<file path="config.mk">
export PLATFORM = sky130hd
export DESIGN_NAME = l2_dram_line_adapter
export DESIGN_NICKNAME = d
export VERILOG_FILES = /design/src/rtl/l2_dram_line_adapter.sv
export SDC_FILE = /design/constraint.sdc
export NUM_CORES = 1
export LEC_CHECK = 0
export CORE_AREA = 2 2 295 297
export CTS_CLUSTER_SIZE = 24
export DETAILED_ROUTE_END_ITERATION = 16
export DIE_AREA = 0 0 297 299
export GPL_TIMING_DRIVEN = 0
export PLACE_DENSITY = 0.69
export SLEW_MARGIN = 0
export SYNTH_ARGS = -nofsm -noshare
export SYNTH_HDL_FRONTEND = slang
export SYNTH_SLANG_ARGS = --single-unit
</file>
<file path="constraint.sdc">
create_clock -name clk -period 2.2 [get_ports clk]
set_input_delay 0.44 -clock clk [delete_from_list [all_inputs] [get_ports clk]]
set_output_delay 0.44 -clock clk [all_outputs]
set_load 0.1 [all_outputs]
</file>
<file path="src/rtl/l2_dram_line_adapter.sv">
// L2 <-> banked DRAM line adapter.
// Turns one 256-bit L2 line transfer into a 4-beat 64-bit DRAM burst (write-back)
// or collects a 4-beat DRAM read burst into a full line. One transaction in flight.
//
// Handshake rules used throughout:
//   dfp side : dfp_read/dfp_write are level requests, sampled only in IDLE and held
//              by the L2 until the single-cycle dfp_resp pulse.
//   bmem side: a command or write beat is presented (bmem_read/bmem_write high) and
//              stays stable until a cycle with bmem_ready high, which consumes it.
//              Read beats arrive with bmem_rvalid (no back-pressure) and are kept only
//              while waiting for data and only when bmem_raddr matches the burst.
module l2_dram_line_adapter #(
    parameter int LINE_WIDTH = 256,
    parameter int BEAT_WIDTH = 64,
    parameter int BEATS      = LINE_WIDTH / BEAT_WIDTH
) (
    input  logic                  clk,
    input  logic                  rst,
    input  logic [31:0]           dfp_addr,
    input  logic                  dfp_read,
    input  logic                  dfp_write,
    input  logic [LINE_WIDTH-1:0] dfp_wdata,
    output logic [LINE_WIDTH-1:0] dfp_rdata,
    output logic                  dfp_resp,
    output logic [31:0]           bmem_addr,
    output logic                  bmem_read,
    output logic                  bmem_write,
    output logic [BEAT_WIDTH-1:0] bmem_wdata,
    input  logic                  bmem_ready,
    input  logic [31:0]           bmem_raddr,
    input  logic [BEAT_WIDTH-1:0] bmem_rdata,
    input  logic                  bmem_rvalid,
    output logic [2:0]            dbg_state
);

    localparam int CW = (BEATS > 1) ? $clog2(BEATS) : 1;
    localparam logic [CW-1:0] K_LAST = CW'(BEATS - 1);
    // Clears the byte-offset bits of a line address (bits [4:0] for 32-byte lines).
    localparam logic [31:0] ALIGN_MASK = ~32'(LINE_WIDTH / 8 - 1);

    typedef enum logic [2:0] {
        S_IDLE      = 3'd0,
        S_WRITE     = 3'd1,
        S_READ_REQ  = 3'd2,
        S_READ_WAIT = 3'd3,
        S_RESP      = 3'd4
    } state_t;

    state_t                state;
    logic [CW-1:0]         k;
    logic [CW-1:0]         k_inc;
    logic [31:0]           addr_q;
    logic [LINE_WIDTH-1:0] wline_q;
    logic [LINE_WIDTH-1:0] rline_q;

    // Next beat index; only used where k < K_LAST, so wrap is never observed.
    assign k_inc     = k + 1'b1;
    assign bmem_addr = addr_q;
    assign dfp_rdata = rline_q;
    assign dbg_state = state;

    // Transaction FSM: all outputs are registered so bmem_* never depends on dfp_* combinationally.
    always_ff @(posedge clk or negedge rst) begin
        if (!rst) begin
            state      <= S_IDLE;
            k          <= '0;
            addr_q     <= '0;
            wline_q    <= '0;
            rline_q    <= '0;
            dfp_resp   <= 1'b0;
            bmem_read  <= 1'b0;
            bmem_write <= 1'b0;
            bmem_wdata <= '0;
        end else begin
            case (state)
                S_IDLE: begin
                    k <= '0;
                    // Write-back wins over a simultaneous read; the read stays asserted
                    // and is picked up in a later IDLE cycle.
                    if (dfp_write) begin
                        addr_q     <= dfp_addr & ALIGN_MASK;
                        wline_q    <= dfp_wdata;
                        bmem_wdata <= dfp_wdata[BEAT_WIDTH-1:0];
                        bmem_write <= 1'b1;
                        state      <= S_WRITE;
                    end else if (dfp_read) begin
                        addr_q    <= dfp_addr & ALIGN_MASK;
                        bmem_read <= 1'b1;
                        state     <= S_READ_REQ;
                    end
                end
                S_WRITE: begin
                    // Current beat is held until the DRAM takes it.
                    if (bmem_ready) begin
                        if (k == K_LAST) begin
                            k          <= '0;
                            bmem_write <= 1'b0;
                            bmem_wdata <= '0;
                            dfp_resp   <= 1'b1;
                            state      <= S_RESP;
                        end else begin
                            k          <= k_inc;
                            bmem_wdata <= wline_q[k_inc*BEAT_WIDTH +: BEAT_WIDTH];
                        end
                    end
                end
                S_READ_REQ: begin
                    if (bmem_ready) begin
                        bmem_read <= 1'b0;
                        state     <= S_READ_WAIT;
                    end
                end
                S_READ_WAIT: begin
                    // Beats arrive in ascending order; beat 0 lands in the LSBs.
                    if (bmem_rvalid && (bmem_raddr == addr_q)) begin
                        rline_q[k*BEAT_WIDTH +: BEAT_WIDTH] <= bmem_rdata;
                        if (k == K_LAST) begin
                            k        <= '0;
                            dfp_resp <= 1'b1;
                            state    <= S_RESP;
                        end else begin
                            k <= k_inc;
                        end
                    end
                end
                S_RESP: begin
                    dfp_resp <= 1'b0;
                    state    <= S_IDLE;
                end
                default: begin
                    state <= S_IDLE;
                end
            endcase
        end
    end

endmodule

</file>
==> metrics.md <==
| Metric | Value |
|---|---|
| Synth unique cells | `49` |
| Slew Limit Fails | `0` |
| Synth top area share | `0.583` |
| Total power draw | `approximately 53 mW` |
| Final worst-path cycle share | `1.13` |
| Gpl congestion | `around 0.85` |
| Pin count of the biggest net entering global routing | `roughly 120` |
| Async SR Flop Fraction | `1.00` |
| R2r worst-path depth | `12` |
| Largest cells by area after synthesis | `dfrtp_1 58%, mux2_2 12%, a21o_1 7.3%` |
| Post-synth top cells | `611 x dfrtp_1, 282 x mux2_2, 256 x a21o_1` |
| Share of post-route cells with drive strength above 1 | `0.409` |
| Rel. slew slack | `0.283` |
| Effective utilization at floorplan | `0.305` |
| Core area | `between 0.08 and 0.09 mm^2` |
| Ys Warns | `0` |
| Die area | `roughly 0.089 mm^2` |
| Worst EP required | `approximately 2.7 ns` |
| Cell with the most instances after synthesis | `dfrtp_1` |
| Worst-Skew Late Latency | `0.62 ns` |
| Setup tns final | `-52.86 ns` |
| Clock Tree Root | `clkbuf_16` |
| GRT Util Overall | `0.224` |
| Worst reg2reg setup slack | `-0.28 ns` |
| Antenna violations before repair | `17` |
| Final Cell Area | `0.0392 mm^2` |
| Longest Clk Path Bufs | `3` |
| Final worst setup slack | `-0.277 ns` |
| Post-layout nets | `between 3000 and 4000` |
| Final Setup Violations | `approximately 260` |
| Static Leakage | `approximately 21 nW` |
| Synthesized flop and latch total | `between 600 and 700` |
| Max frequency | `0.404 GHz` |
| VDD IR max | `~1000 uV` |
| Reg clk slew, reported paths | `around 0.060 ns` |
| Top fanout value on the critical path | `5` |
| Ys flop type | `dfrtp_1` |
| Routed Wire Length | `104000 um` |
| Post-DP HPWL | `around 72000 um` |
| Max-cap violations | `0` |
| CP Capture Type | `flip-flop` |
| IO Port Bufs | `between 700 and 800` |
| Unrepaired setup endpoints after global routing | `yes` |
| DRT Pass-1 Iters | `5` |
| Setup Skew | `0.0394 ns` |
| Least-Margin Pin Slew | `between 1 and 1.5 ns` |
| Num rows | `about 110` |
| Outcome | `finished with violations` |
| Vias after detailed routing | `20900` |
| R2R Path Start | `bmem_addr[6]` |
| DR iter-0 viols | `1332` |
| Hold Vio Cnt, Final | `84` |
| Minimum hold slack | `-0.148 ns` |
| Clock Sinks | `611` |
| Ratio of total power to cell area | `roughly 1400 mW/mm^2` |
| Chip Width | `approximately 300 um` |
| Total global routing overflow | `0` |
| CTS Buf Count | `slightly above 70` |
| Antenna viol nets, final | `0` |
| Area Overhead vs Synth | `49.5%` |
| CTS tree | `built` |
| Number of global-route vias before repair | `about 22000` |
| Synthesized instance count | `1936` |
| Syn_area_per_cell | `approximately 14 um^2` |
| Die Y | `about 300 um` |
| Number of flops mapped to enable cells by yosys | `0` |
| WP data arrival | `between 3 and 4 ns` |
| First-pass GRT wire length | `149000 um` |
| Failing checks | `negative hold slack, negative setup slack` |
| Max H-tree Level | `3` |
| Cell Area, Synth | `about 0.026 mm^2` |
| Worst Setup Start Kind | `flip-flop` |
| Crit path kind | `reg -> reg` |
| Reg-to-reg endpoint | `dfp_rdata[47]` |
| Worst Hold Class | `in -> async` |
| Fill count | `~7900` |
| DR vias/cell | `a little over 5` |
| Post-DP Area | `0.0353 mm^2` |
| Wirelength per Cell | `between 20 and 30 um` |
| # IOs | `roughly 750` |
| DRC viols | `0` |
| Seq/Total Area, Yosys | `0.583` |
| Tmin final | `approximately 2.5 ns` |
| Area leader, netlist | `dfrtp_1` |
how the worst max path moves through the flow:
| stage | endpoint | slack [ns] | cells after the start | startpoint |
|---|---|---|---|---|
| 2_1_floorplan | dfp_rdata[132] | -0.26 | 8 | bmem_addr[8] |
| 3_3_place_gp | bmem_addr[6] | -32.12 | 1 | rst |
| 3_5_place_dp | dfp_rdata[97] | -2.11 | 9 | k[0] |
| 4_1_cts | bmem_addr[29] | -0.30 | 1 | bmem_addr[29] |
| 5_1_grt | dfp_rdata[195] | -0.36 | 11 | bmem_addr[8] |
| 6_report | dfp_rdata[47] | -0.28 | 12 | bmem_addr[6] |
kinds of logic after synthesis:
group | after synthesis | synth area share
AO/OA/AOI/OAI | 403 | 0.109
XOR/XNOR | 24 | 0.00801
adder cells (fa/ha/maj) | 6 | 0.00286
buffers and inverters | 166 | 0.0339
flip-flops | 611 | 0.583
multiplexers | 347 | 0.176
other | 1 | 0.000143
AND/OR/NAND/NOR | 378 | 0.0868
state kept, by name, indices dropped and copies added, names as in the netlist:
register,cells
bmem_write,1
bmem_wdata,64
dfp_resp,1
bmem_addr,27
dfp_rdata,256
wline_q,256
k,2
bmem_read,1
dbg_state,3
layout by cell type, fill, tap and decap left out, types with 8 or more instances in the layout:
master / n
and3_4: 35
buf_6: 36
buf_12: 26
clkbuf_16: 102
clkinv_2: 12
and3_1: 220
buf_2: 8
dfrtp_4: 13
mux2_2: 282
buf_8: 42
a22oi_2: 18
a21o_1: 256
clkbuf_1: 31
nor2_1: 69
clkdlybuf4s50_1: 382
a22oi_1: 47
dfrtp_2: 19
inv_1: 9
nand2_1: 10
xor2_1: 21
buf_4: 52
clkbuf_4: 19
buf_16: 16
diode_2: 10
mux4_2: 64
clkbuf_2: 364
clkbuf_8: 32
a21oi_1: 65
clkdlybuf4s15_2: 12
dfrtp_1: 579
where the power goes:
part	switching (mW)	internal (mW)	total (mW)
logic	15.4	9.25	24.6
registers	1.97	14.7	16.7
clock network	4.99	6.68	11.7
critical path: stages, from the launching register on:
cell,delay (ns)
dfrtp_4,0.43
inv_2,0.06
a222oi_1,0.36
nand4_1,0.15
buf_4,0.19
buf_12,0.15
nor4_4,0.28
buf_6,0.17
buf_12,0.11
clkbuf_16,0.15
clkbuf_16,0.13
and3_1,0.15
a21o_1,0.08
area by class of cell:
cell class / count / area [um^2] / share of cell area
Sequential cell: 611 / 15400 / 0.392
Clock buffer: 105 / 2060 / 0.0527
Antenna cell: 10 / 25.0 / 0.000638
Tap cell: 1155 / 1450 / 0.0369
Buffer: 152 / 1630 / 0.0415
Inverter: 11 / 45.0 / 0.00115
Multi-Input combinational cell: 1168 / 10600 / 0.270
Clock inverter: 22 / 224 / 0.00571
Timing Repair Buffer: 871 / 7840 / 0.200
repair_timing:
| item | 4_1_cts | 5_1_grt |
|---|---|---|
| gates cloned | 39 | 24 |
| resized for setup | 621 | 843 |
| pin swaps | 118 | 49 |
| setup buffers | 56 | 19 |
| endpoints found under the setup margin | 955 | 926 |
| endpoints found under the hold margin | 84 | 84 |
through the flow:
stage / worst slack, ns / cells / utilization
floorplan: -0.260 / 1940 / -
global placement: -32.12 / 3832 / 0.409
detailed placement: -2.11 / 3839 / 0.411
CTS: -0.304 / 4059 / 0.459
global route: -0.356 / 4102 / 0.456
finish: -0.277 / 4105 / 0.456
metal layers:
metal,track usage,up-vias,wire [um]
li1,-,9005,-
met1,0.257,10700,38600
met2,0.386,889,52100
met3,0.0696,226,8820
met4,0.0985,14,4830
met5,0,-,80
(Power assumes the default switching activity.)
